[src/rtl/arb_pkg.sv]
// rtl/arb_pkg.sv - shared types, widths and round-robin pick helper for bus_arb_4x4
package arb_pkg;

    localparam int N_REQ  = 4;
    localparam int DW     = 4;
    localparam int SEL_W  = 2;
    localparam int HOLD_W = 4;

    typedef enum logic {
        IDLE,
        GRANT
    } state_t;

    // Returns {found, index}: first set bit of mask scanning ptr, ptr+1, ... mod 4.
    function automatic logic [SEL_W:0] rr_pick(input logic [N_REQ-1:0] mask,
                                               input logic [SEL_W-1:0] ptr);
        logic             found;
        logic [SEL_W-1:0] win;
        logic [SEL_W-1:0] cand;
        found = 1'b0;
        win   = ptr;
        for (int i = 0; i < N_REQ; i++) begin
            cand = ptr + SEL_W'(i);
            if (!found && mask[cand]) begin
                found = 1'b1;
                win   = cand;
            end
        end
        return {found, win};
    endfunction

endpackage

[src/rtl/MUX4x1_4bit.sv]
// rtl/MUX4x1_4bit.sv - 4-to-1 multiplexer of 4-bit words
// Ports: d0..d3 data inputs, sel binary select, y selected word.
module MUX4x1_4bit (
    input  logic [3:0] d0,
    input  logic [3:0] d1,
    input  logic [3:0] d2,
    input  logic [3:0] d3,
    input  logic [1:0] sel,
    output logic [3:0] y
);

    always_comb begin
        y = d0;
        case (sel)
            2'd0: y = d0;
            2'd1: y = d1;
            2'd2: y = d2;
            2'd3: y = d3;
            default: y = d0;
        endcase
    end

endmodule

[src/rtl/bus_arb_4x4.sv]
// rtl/bus_arb_4x4.sv - 4-requester round-robin bus arbiter with hold limit and registered data mux
// Ports: clk, rst (sync active-high); req[3:0] requests; in0..in3 requester data;
//        gnt one-hot grant; sel2 owner index; out registered bus data; out_vld data valid;
//        busy high while in GRANT.
module bus_arb_4x4
    import arb_pkg::*;
#(
    parameter int MAX_HOLD = 4
) (
    input  logic                 clk,
    input  logic                 rst,
    input  logic [N_REQ-1:0]     req,
    input  logic [DW-1:0]        in0,
    input  logic [DW-1:0]        in1,
    input  logic [DW-1:0]        in2,
    input  logic [DW-1:0]        in3,
    output logic [N_REQ-1:0]     gnt,
    output logic [SEL_W-1:0]     sel2,
    output logic [DW-1:0]        out,
    output logic                 out_vld,
    output logic                 busy
);

    state_t              state_q, state_d;
    logic [N_REQ-1:0]    gnt_d;
    logic [SEL_W-1:0]    sel_d;
    logic [SEL_W-1:0]    ptr, ptr_d;
    logic [HOLD_W-1:0]   hold_cnt, hold_d;
    logic [N_REQ-1:0]    others;
    logic [SEL_W:0]      pick_all;
    logic [SEL_W:0]      pick_oth;
    logic [DW-1:0]       mux_y;

    assign busy     = (state_q == GRANT);
    assign others   = req & ~gnt;
    assign pick_all = rr_pick(req, ptr);
    assign pick_oth = rr_pick(others, ptr);

    always_comb begin
        state_d = state_q;
        gnt_d   = gnt;
        sel_d   = sel2;
        ptr_d   = ptr;
        hold_d  = hold_cnt;
        case (state_q)
            IDLE: begin
                gnt_d = '0;
                if (pick_all[SEL_W]) begin
                    state_d = GRANT;
                    gnt_d   = N_REQ'(1) << pick_all[SEL_W-1:0];
                    sel_d   = pick_all[SEL_W-1:0];
                    ptr_d   = pick_all[SEL_W-1:0] + SEL_W'(1);
                    hold_d  = '0;
                end
            end
            GRANT: begin
                if (!req[sel2] || hold_cnt == HOLD_W'(MAX_HOLD - 1)) begin
                    // Owner released or used up its slot: hand over if anyone else waits.
                    if (pick_oth[SEL_W]) begin
                        gnt_d  = N_REQ'(1) << pick_oth[SEL_W-1:0];
                        sel_d  = pick_oth[SEL_W-1:0];
                        ptr_d  = pick_oth[SEL_W-1:0] + SEL_W'(1);
                        hold_d = '0;
                    end else if (!req[sel2]) begin
                        state_d = IDLE;
                        gnt_d   = '0;
                        hold_d  = '0;
                    end else begin
                        // Sole owner at the limit keeps the bus; its slot restarts.
                        hold_d = '0;
                    end
                end else begin
                    hold_d = hold_cnt + HOLD_W'(1);
                end
            end
            default: begin
                state_d = IDLE;
                gnt_d   = '0;
            end
        endcase
    end

    MUX4x1_4bit u_mux (
        .d0  (in0),
        .d1  (in1),
        .d2  (in2),
        .d3  (in3),
        .sel (sel2),
        .y   (mux_y)
    );

    always_ff @(posedge clk) begin
        if (rst) begin
            state_q  <= IDLE;
            gnt      <= '0;
            sel2     <= '0;
            ptr      <= '0;
            hold_cnt <= '0;
            out      <= '0;
            out_vld  <= 1'b0;
        end else begin
            state_q  <= state_d;
            gnt      <= gnt_d;
            sel2     <= sel_d;
            ptr      <= ptr_d;
            hold_cnt <= hold_d;
            out      <= busy ? mux_y : '0;
            out_vld  <= busy;
        end
    end

endmodule

[config.mk]
export PLATFORM = sky130hd
export DESIGN_NAME = bus_arb_4x4
export DESIGN_NICKNAME = d
export VERILOG_FILES = /design/src/rtl/arb_pkg.sv /design/src/rtl/MUX4x1_4bit.sv /design/src/rtl/bus_arb_4x4.sv
export SDC_FILE = /design/constraint.sdc
export NUM_CORES = 1
export LEC_CHECK = 0
export CORE_MARGIN = 1
export CORE_UTILIZATION = 46
export DETAILED_ROUTE_END_ITERATION = 10
export PLACE_DENSITY = 0.88
export REMOVE_ABC_BUFFERS = 1
export SETUP_SLACK_MARGIN = 0.5
export SYNTH_ARGS = -nofsm -noshare
export SYNTH_HDL_FRONTEND = slang
export SYNTH_HIERARCHICAL = 1
export SYNTH_SLANG_ARGS = --single-unit
[constraint.sdc]
create_clock -name clk -period 2.6 [get_ports clk]
set_input_delay 0.52 -clock clk [delete_from_list [all_inputs] [get_ports clk]]
set_output_delay 0.52 -clock clk [all_outputs]
set_load 0.05 [all_outputs]
**After elaboration in Yosys (flattened, before gate mapping)**

Cells that the tools add are included.

- Add/sub/neg operators: 6
- Magnitude comparators: 5
- Eq/ne operators: 8
- Shift-type cells: 2
- Mux-type cells: 54
- Bitwise logic cells: 3
- Reductions and logical operators: 18

Operators with widths:

| kind | count |
|---|---|
| $mux 2 | 12 |
| $mux 4 | 6 |
| $mux 1 | 21 |
| $bmux 1 s2 | 9 |
| $pmux 4 s2 | 2 |
| $pmux 4 s4 | 1 |
| $lt 2x3->1 const B | 5 |
| $pmux 2 s2 | 2 |
| $shl 1x2->4 const A | 2 |
| $logic_not 1->1 | 7 |
| $add 2x1->2 const B | 3 |
| $logic_and 1x1->1 | 6 |
| $add 2x2->2 const B | 2 |
| $add 4x1->4 const B | 1 |
| $and 4x4->4 | 1 |
| $eq 2x2->1 const B | 2 |
| $eq 4x2->1 const B | 1 |
| $ne 2x1->1 const B | 2 |
| $not 4->4 | 1 |
| $ne 3x3->1 const B | 1 |
| $reduce_and 3->1 | 1 |
| $eq 2x1->1 const B | 1 |
| $logic_not 2->1 | 1 |
| $ne 2x2->1 const B | 1 |
| 5 further kinds | 5 |

- Flip-flop bits (word level): 18
- Output and inout port bits: 12

**Depth between registers and ports, before layout**

Gate-level depths: netlist (run 1).

- Depth in word-level cells: 18
- Gate-level depth with buffers: 7
- Gate-level depth less buffers: 7

**By module**

Netlist (run 1), hierarchy kept.

Modules (own cells, without submodules):

| module | instances | cells each | area an instance (sq um) |
|---|---|---|---|
| bus_arb_4x4 | 1 | 124 | 1,001.0 |
| MUX4x1_4bit | 1 | 4 | 105.1 |

**Worst setup path after synthesis (run 1)**

Ideal clock, no wire load.

- Kind: flip-flop to flip-flop
- From: reg sel2[0]
- To: reg sel2[0]
- Data arrival time: 2.107 ns
- Required time: 2.485 ns
- Slack: 0.379 ns
- Cell stages (with the launch flop): 7
- Path buffers: 0
- Cell sequence: dfxtp_1 > mux4_2 > clkinv_1 > o21ai_1 > a21o_1 > a211o_1 > and2_1

- Word-level cells in the longest chain between the ends: 6

Ends and longest elaborated chain:

| what | line | source |
|---|---|---|
| start: declaration | bus_arb_4x4.sv:18 | `output logic [SEL_W-1:0] sel2,` |
| start signal: assignment | bus_arb_4x4.sv:104 | `sel2 <= sel_d;` |
| $bmux 1 s2 | bus_arb_4x4.sv:57 | `if (!req[sel2] \|\| hold_cnt == HOLD_W'(MAX_HOLD - 1)) begin` |
| $mux 1 (not written as such) | bus_arb_4x4.sv:57 |  |
| $logic_not 1->1 | -- |  |
| $logic_or 1x1->1 | bus_arb_4x4.sv:57 |  |
| $ne 2x1->1 (no source line) | -- |  |
| $reduce_and 3->1 (no source line) | -- |  |

Every way passes these cells. The select of a mux whose other input is x is not followed.
A chain may end at the register's enable or synchronous reset.

**Worst setup path in the final report (run 1)**

- From: reg gnt[0]
- To: out gnt[0]

RTL lines:

| what | line | source |
|---|---|---|
| start: declaration | bus_arb_4x4.sv:17 | `output logic [N_REQ-1:0] gnt,` |
| start signal: assignment | bus_arb_4x4.sv:103 | `gnt <= gnt_d;` |

No word-level cell between the ends.

==> tab_implementation.tex, run 1 <==
\begin{tabular}{lr}
\hline
Metric & Value \\
\hline
\multicolumn{2}{l}{\textbf{Status}} \\
\quad Result of the run & finished clean \\
\multicolumn{2}{l}{\textbf{STA}} \\
\quad Final Setup Violations & 0 \\
\quad Final worst clock skew & 0.00124 ns \\
\quad Setup tns final & 0 ns \\
\quad Min Hold Slack & 0.487 ns \\
\quad Number of pins with negative max-slew slack in the final report & 0 \\
\quad Tmin final & 2.00 ns \\
\quad Relative max-transition margin & 0.626 \\
\quad Setup repair after global routing missed its margin & false \\
\quad Fmax achieved & 499 MHz \\
\quad Final count of hold timing violations & 0 \\
\quad Portion of the clock cycle consumed by the worst path in the final layout & 0.771 \\
\quad Transition time of the tightest slew-check pin & 0.560 ns \\
\multicolumn{2}{l}{\textbf{GRT}} \\
\quad Maximum number of pins on one net before global-route repair & 17 \\
\quad Met3 global-route usage & 0.0327 \\
\quad Initial antenna violation count & 0 \\
\quad Global routing met2 resource utilization & 0.414 \\
\quad First-pass GRT wire length & 4530 um \\
\quad Global-route total usage across every layer & 0.229 \\
\quad Remaining global-route overflow & 0 \\
\quad Top Usage Layer GRT & met2 \\
\quad Via count of the first global-routing pass & 1054 \\
\quad Met1 capacity usage during global routing & 0.264 \\
\multicolumn{2}{l}{\textbf{Synthesis}} \\
\quad Post-synth design cell area & 1110 um\^{}2 \\
\quad Post-synthesis cell count & 128 \\
\quad Area contributors post-synth & sky130\_fd\_sc\_hd\_\_dfxtp\_1 33\%, sky130\_fd\_sc\_hd\_\_mux4\_1 9.5\%, sky130\_fd\_sc\_hd\_\_nor2\_1 4.8\% \\
\quad Number of synthesized flops with an enable pin & 0 \\
\quad Most numerous cell in the Yosys netlist & sky130\_fd\_sc\_hd\_\_dfxtp\_1 \\
\quad Most common library cells after synthesis & 18 x sky130\_fd\_sc\_hd\_\_dfxtp\_1, 14 x sky130\_fd\_sc\_hd\_\_nor2\_1, 10 x sky130\_fd\_sc\_hd\_\_nand2\_1, 9 x sky130\_fd\_sc\_hd\_\_a21oi\_1, 7 x sky130\_fd\_sc\_hd\_\_nor2b\_1 \\
\quad Yosys reg bits & 18 \\
\quad Async set or reset register ratio after synthesis & 0 \\
\quad Synth warnings & 6 \\
\quad Sequential-to-total area share from yosys stat & 0.326 \\
\quad Distinct cell type count of the synthesized netlist & 42 \\
\quad Area share of the largest cell type after synthesis & 0.326 \\
\quad Avg Inst Size Synth & 8.64 um\^{}2 \\
\quad Main flop type after synthesis & sky130\_fd\_sc\_hd\_\_dfxtp\_1 \\
\quad Synth area leader & sky130\_fd\_sc\_hd\_\_dfxtp\_1 \\
\multicolumn{2}{l}{\textbf{CTS}} \\
\quad Clock edge transition at the registers on the reported setup and hold paths & 0.09 ns \\
\quad Root Buffer & sky130\_fd\_sc\_hd\_\_clkbuf\_4 \\
\quad \# H-tree levels & 1 \\
\quad Longest Clk Path Bufs & 2 \\
\quad Number of clock buffers inserted by TritonCTS & 3 \\
\quad Clock Sink Count & 18 \\
\quad Clock tree from TritonCTS & yes \\
\quad Clk\_lat worst skew & 0.28 ns \\
\multicolumn{2}{l}{\textbf{Routing}} \\
\quad Drt first pass iters & 4 \\
\quad Residual DRC & 0 \\
\quad Initial drt markers & 37 \\
\quad Routed via count & 1096 \\
\quad Routed WL per cell & 14.5 um \\
\quad Vias per cell & 5.71 \\
\quad Routed Antenna Nets & 0 \\
\quad Post-detailed-routing wire length & 2790 um \\
\multicolumn{2}{l}{\textbf{Critical path}} \\
\quad Number of buffer and inverter instances along the worst setup path & 1 \\
\quad Series of cell instances along the critical path & clkdlybuf4s50\_1 \\
\quad CP max stage delay & 0.82 ns \\
\quad Family with the most delay on the worst path & buffers and inverters \\
\quad Crit-path max FO & 3 \\
\quad Critical Path End Type & output port \\
\quad Worst setup SP type & register \\
\quad Type of the setup path with the least slack & register to output port \\
\quad Number of cells on the critical path & 1 \\
\quad Worst endpoint data arrival time & 1.48 ns \\
\quad CP Data Required Time & 2.08 ns \\
\quad R2R cell count & 6 \\
\quad Max stage delay cell, worst path & sky130\_fd\_sc\_hd\_\_clkdlybuf4s50\_1 \\
\multicolumn{2}{l}{\textbf{Pwr}} \\
\quad VDD IR-drop max & 0.000383 V \\
\quad Pleak & 0.599 nW \\
\quad Overall power consumption & 945 uW \\
\quad Power per standard cell area & 628 nW/um\^{}2 \\
\multicolumn{2}{l}{\textbf{Worst hold path}} \\
\quad Worst hold stages & 2 \\
\quad HP Class & register to register \\
\multicolumn{2}{l}{\textbf{Final layout}} \\
\quad Final-layout fill cell count & 187 \\
\quad Footprint of the multi-input gates & 714 um\^{}2 \\
\quad Ratio of cells with drive above 1 in the final layout & 0.0793 \\
\quad Layout-stage area growth over the synthesis result & 36.1\% \\
\quad Antenna diode count & 0 \\
\quad Sequential Area & 363 um\^{}2 \\
\quad Post-layout nets & 189 \\
\multicolumn{2}{l}{\textbf{Floorplan}} \\
\quad Core Footprint & 2230 um\^{}2 \\
\quad Width of the die & 51.0 um \\
\quad Count of pins on the block boundary & 34 \\
\quad Starting Density & 0.495 \\
\quad Std cell rows & 17 \\
\quad Die ar. & 2600 um\^{}2 \\
\quad Vertical extent of the die & 51.0 um \\
\multicolumn{2}{l}{\textbf{Place}} \\
\quad Routability Congestion & 0.888 \\
\quad Count of input and output buffers & 33 \\
\quad Placed wire-length estimate after detailed placement & 2110 um \\
\multicolumn{2}{l}{\textbf{Job}} \\
\quad Number of violations of the max-capacitance limit & 0 \\
\hline
\end{tabular}
## area by class of cell
type,count,area share
clock buffers,3,0.0150
inverters,5,0.0125
multi-input cells,101,0.475
flip-flops and latches,18,0.241
well taps,28,0.0233
repair buffers,37,0.234
## report_power, final
part	internal (mW)	total, mW	switching [mW]
clock network	0.0538	0.133	0.0791
registers	0.314	0.370	0.0565
logic	0.201	0.441	0.240
## flip-flops by register name, summed over array words and instances, names as in the netlist
signal	cells
gnt	4
out_vld	1
ptr	2
busy	1
sel2	2
out	4
hold_cnt	4
## layout by cell type (no fill, tap or decap), types with 3 or more instances in the layout
cell type	synthesis	layout
sky130_fd_sc_hd__clkbuf_4	0	3
sky130_fd_sc_hd__dlygate4sd2_1	0	7
sky130_fd_sc_hd__nor2b_1	7	7
sky130_fd_sc_hd__mux4_1	4	4
sky130_fd_sc_hd__nand2_1	10	10
sky130_fd_sc_hd__inv_1	4	4
sky130_fd_sc_hd__nand3_1	4	4
sky130_fd_sc_hd__nor2_1	14	14
sky130_fd_sc_hd__o21ai_0	4	4
sky130_fd_sc_hd__a21o_1	4	4
sky130_fd_sc_hd__dfxtp_1	18	16
sky130_fd_sc_hd__buf_4	0	4
sky130_fd_sc_hd__a21oi_1	9	9
sky130_fd_sc_hd__clkdlybuf4s50_1	0	26
sky130_fd_sc_hd__o21ai_1	4	3
sky130_fd_sc_hd__and2_1	5	5
sky130_fd_sc_hd__a211oi_1	3	3
sky130_fd_sc_hd__nand2b_1	5	4
## repair_timing
action,4_1_cts,5_1_grt
buffers inserted,1,0
setup endpoints to repair,11,4
pin swaps,0,0
cloned,0,0
hold buffers,0,0
resized for setup,7,4
## logic make-up (layout without fill, tap and decap cells)
group	after synthesis	after routing	share of synthesized area
buf+inv	9	45	0.0385
flops	18	18	0.326
compound gates	37	37	0.222
fa+ha+maj	1	1	0.0113
simple gates	56	56	0.269
mux	7	7	0.133
## per-layer routing
layer  vias up  share of wire
li1        549              -
met1       516           0.43
met2        27           0.51
met3         4          0.039
met4         0          0.015
met5         -              0
## path summary, 6_finish.rpt
check                           startpoint       to  slack [ns]
worst max-delay path                gnt[0]   gnt[0]        0.60
worst min-delay path                gnt[1]   gnt[1]        0.49
worst max register to register     sel2[0]  sel2[0]        0.69
worst min register to register      gnt[1]   gnt[1]        0.49
## stage by stage
step	cell area [um^2]	util	setup slack, ns	instances
after floorplan	1080	-	0.378	124
after global placement	1470	0.658	0.121	188
after detailed placement	1470	0.658	0.0467	188
after CTS	1490	0.668	0.574	192
after global routing	1510	0.674	0.504	192
final	1510	0.674	0.596	192
(Power assumes the default switching activity.)
==> run 2, diff against run 1 <==
--- a/config.mk
+++ b/config.mk
@@ -6,9 +6,9 @@
 export NUM_CORES = 1
 export LEC_CHECK = 0
 export CORE_MARGIN = 1
-export CORE_UTILIZATION = 46
+export CORE_UTILIZATION = 41
 export DETAILED_ROUTE_END_ITERATION = 10
-export PLACE_DENSITY = 0.88
+export PLACE_DENSITY = 0.83
 export REMOVE_ABC_BUFFERS = 1
 export SETUP_SLACK_MARGIN = 0.5
 export SYNTH_ARGS = -nofsm -noshare
==> constraint.sdc (replaced) <==
create_clock -name clk -period 1.7 [get_ports clk]
set_input_delay 0.34 -clock clk [delete_from_list [all_inputs] [get_ports clk]]
set_output_delay 0.34 -clock clk [all_outputs]
set_load 0.05 [all_outputs]
==> tab_implementation.tex, run 2 (synthesized netlist as in run 1, its figures left out) <==
\begin{tabular}{lr}
\hline
Metric & Value \\
\hline
\multicolumn{2}{l}{\textbf{Status}} \\
\quad Result of the run & finished with violations (was finished clean) \\
\quad Failing checks & setup timing \\
\multicolumn{2}{l}{\textbf{CTS}} \\
\quad Hold buffers post-CTS & 0 (unchanged) \\
\quad Longest Clk Path Bufs & 2 (unchanged) \\
\quad Clk\_lat worst skew & 0.32 ns (was 0.28 ns) \\
\quad Number of clock buffers inserted by TritonCTS & 3 (unchanged) \\
\quad \# H-tree levels & 1 (unchanged) \\
\quad Root Buffer & sky130\_fd\_sc\_hd\_\_clkbuf\_4 (unchanged) \\
\quad Clock Sink Count & 18 (unchanged) \\
\quad Clock edge transition at the registers on the reported setup and hold paths & 0.12 ns (was 0.09 ns) \\
\quad Clock tree from TritonCTS & yes (unchanged) \\
\multicolumn{2}{l}{\textbf{Routing}} \\
\quad Routed Antenna Nets & 0 (unchanged) \\
\quad Post-detailed-routing wire length & 4820 um (was 2790 um) \\
\quad Initial drt markers & 43 (was 37) \\
\quad Routed via count & 1405 (was 1096) \\
\quad Residual DRC & 0 (unchanged) \\
\quad Drt first pass iters & 4 (unchanged) \\
\quad Routed WL per cell & 20.6 um (was 14.5 um) \\
\quad Vias per cell & 6.00 (was 5.71) \\
\multicolumn{2}{l}{\textbf{STA}} \\
\quad Final Setup Violations & 9 (was 0) \\
\quad Fmax achieved & 540 MHz \\
\quad Relative max-transition margin & 0.601 (was 0.626) \\
\quad Number of pins with negative max-slew slack in the final report & 0 (unchanged) \\
\quad Final worst clock skew & 0.00745 ns (was 0.00124 ns) \\
\quad Setup slack after layout & -0.152 ns (was 0.596 ns) \\
\quad Portion of the clock cycle consumed by the worst path in the final layout & 1.09 \\
\quad Tmin final & 1.85 ns \\
\quad Final count of hold timing violations & 0 (unchanged) \\
\quad Setup repair after global routing missed its margin & true (was false) \\
\quad Transition time of the tightest slew-check pin & 0.597 ns (was 0.560 ns) \\
\multicolumn{2}{l}{\textbf{Final layout}} \\
\quad Commonest cells after routing, fill and taps aside & 31 x sky130\_fd\_sc\_hd\_\_buf\_4, 16 x sky130\_fd\_sc\_hd\_\_clkdlybuf4s50\_1, 16 x sky130\_fd\_sc\_hd\_\_buf\_6 (was 26 x sky130\_fd\_sc\_hd\_\_clkdlybuf4s50\_1, 16 x sky130\_fd\_sc\_hd\_\_dfxtp\_1, 14 x sky130\_fd\_sc\_hd\_\_nor2\_1) \\
\quad Cell area after layout & 2160 um\^{}2 (was 1510 um\^{}2) \\
\quad Layout-stage area growth over the synthesis result & 95.4\% (was 36.1\%) \\
\quad Post-layout nets & 228 (was 189) \\
\quad Antenna diode count & 0 (unchanged) \\
\quad Largest registers & gnt x4, hold\_cnt x4, out x4 (unchanged) \\
\quad Ratio of cells with drive above 1 in the final layout & 0.608 (was 0.0793) \\
\quad Most common library cell in the layout ignoring fill and taps & sky130\_fd\_sc\_hd\_\_buf\_4 (was sky130\_fd\_sc\_hd\_\_clkdlybuf4s50\_1) \\
\multicolumn{2}{l}{\textbf{Floorplan}} \\
\quad Std cell rows & 18 (was 17) \\
\quad Die ar. & 2910 um\^{}2 (was 2600 um\^{}2) \\
\quad Count of pins on the block boundary & 34 (unchanged) \\
\quad Vertical extent of the die & 53.9 um (was 51.0 um) \\
\quad Width of the die & 53.9 um (was 51.0 um) \\
\quad Starting Density & 0.438 (was 0.495) \\
\quad Core Footprint & 2520 um\^{}2 (was 2230 um\^{}2) \\
\multicolumn{2}{l}{\textbf{Critical path}} \\
\quad Critical Path End Type & register (was output port) \\
\quad CP Data Required Time & 1.93 ns (was 2.08 ns) \\
\quad Crit-path max FO & 4 (was 3) \\
\quad Worst setup SP type & register (unchanged) \\
\quad Worst endpoint data arrival time & 2.08 ns (was 1.48 ns) \\
\quad Type of the setup path with the least slack & register to register (was register to output port) \\
\multicolumn{2}{l}{\textbf{Pwr}} \\
\quad Overall power consumption & 2.16 mW (was 945 uW) \\
\quad Pleak & 0.884 nW (was 0.599 nW) \\
\quad VDD IR-drop max & 0.000849 V (was 0.000383 V) \\
\quad Power per standard cell area & 999 nW/um\^{}2 (was 628 nW/um\^{}2) \\
\multicolumn{2}{l}{\textbf{Place}} \\
\quad Placed cell areas & 1690 um\^{}2 (was 1470 um\^{}2) \\
\quad Count of input and output buffers & 33 (unchanged) \\
\quad Routability Congestion & 0.831 (was 0.888) \\
\quad Minimum setup slack after placement & -0.659 ns (was 0.0467 ns) \\
\quad Placed wire-length estimate after detailed placement & 2590 um (was 2110 um) \\
\multicolumn{2}{l}{\textbf{Job}} \\
\quad Number of violations of the max-capacitance limit & 0 (unchanged) \\
\multicolumn{2}{l}{\textbf{GRT}} \\
\quad Initial antenna violation count & 0 (unchanged) \\
\quad First-pass GRT wire length & 6020 um (was 4530 um) \\
\quad Maximum number of pins on one net before global-route repair & 13 (was 17) \\
\quad Via count of the first global-routing pass & 1336 (was 1054) \\
\quad Remaining global-route overflow & 0 (unchanged) \\
\quad Global-route total usage across every layer & 0.298 (was 0.229) \\
\multicolumn{2}{l}{\textbf{Worst hold path}} \\
\quad HP Class & register to register (unchanged) \\
\hline
\end{tabular}
run 2: cell types whose count changed in the layout (fill, tap and decap cells not counted), sizes merged:
| cell | delta |
|---|---|
| dlygate4sd2 | -7 |
| clkbuf | +4 |
| dlymetal6s2s | +1 |
| buf | +52 |
| clkdlybuf4s50 | -10 |
run 2: layer usage:
metal / vias to the layer above / GRT usage / part of all wire
li1: 627 / - / -
met1: 687 / 0.332 / 0.37
met2: 66 / 0.543 / 0.54
met3: 25 / 0.0198 / 0.052
met4: 0 / 0.184 / 0.047
met5: - / 0 / 0
run 2: worst max-delay path, stage by stage, from the launching register on:
cell and delay, ns:
sky130_fd_sc_hd__dfxtp_4 0.40, sky130_fd_sc_hd__and2b_2 0.26, sky130_fd_sc_hd__a21oi_2 0.13, sky130_fd_sc_hd__o21a_1 0.21
sky130_fd_sc_hd__a211oi_2 0.05, sky130_fd_sc_hd__buf_4 0.16, sky130_fd_sc_hd__o32a_1 0.32, sky130_fd_sc_hd__a211oi_2 0.24
run 2: report_power, final:
group | switching, mW | internal (mW)
Sequential | 0.0710 | 0.491
Clock | 0.156 | 0.131
Combinational | 0.650 | 0.660
run 2: final timing paths:
| path | startpoint | endpoint | slack, ns | depth (start not counted) |
|---|---|---|---|---|
| max | gnt[3] | gnt[0] | -0.15 | 7 |
| min | hold_cnt[3] | hold_cnt[3] | 0.55 | 2 |
| max reg2reg | gnt[3] | gnt[0] | -0.15 | 7 |
| min reg2reg | hold_cnt[3] | hold_cnt[3] | 0.55 | 2 |
run 2: area by class of cell:
cell class                      instances  area (um^2)
Clock buffer                            4         36.3
Fill cell                             127          362
Inverter                                5         20.0
Multi-Input combinational cell        101          942
Sequential cell                        18          384
Tap cell                               30         37.5
Timing Repair Buffer                   76          741
run 2: timing repair:
action,in CTS,in global routing
endpoints found under the setup margin,24,25
gates resized for setup,72,45
buffers inserted,8,4
pin swaps,16,12
run 2: per-stage QoR:
stage	setup TNS, ns	cells	hold WS (ns)	utilization
after floorplan	-3.80	124	0.409	-
after global placement	-5.76	218	0.466	0.670
after detailed placement	-7.18	218	0.501	0.670
after CTS	-0.0475	230	0.540	0.780
after global routing	-0.859	234	0.562	0.857
final	-0.560	234	0.547	0.857
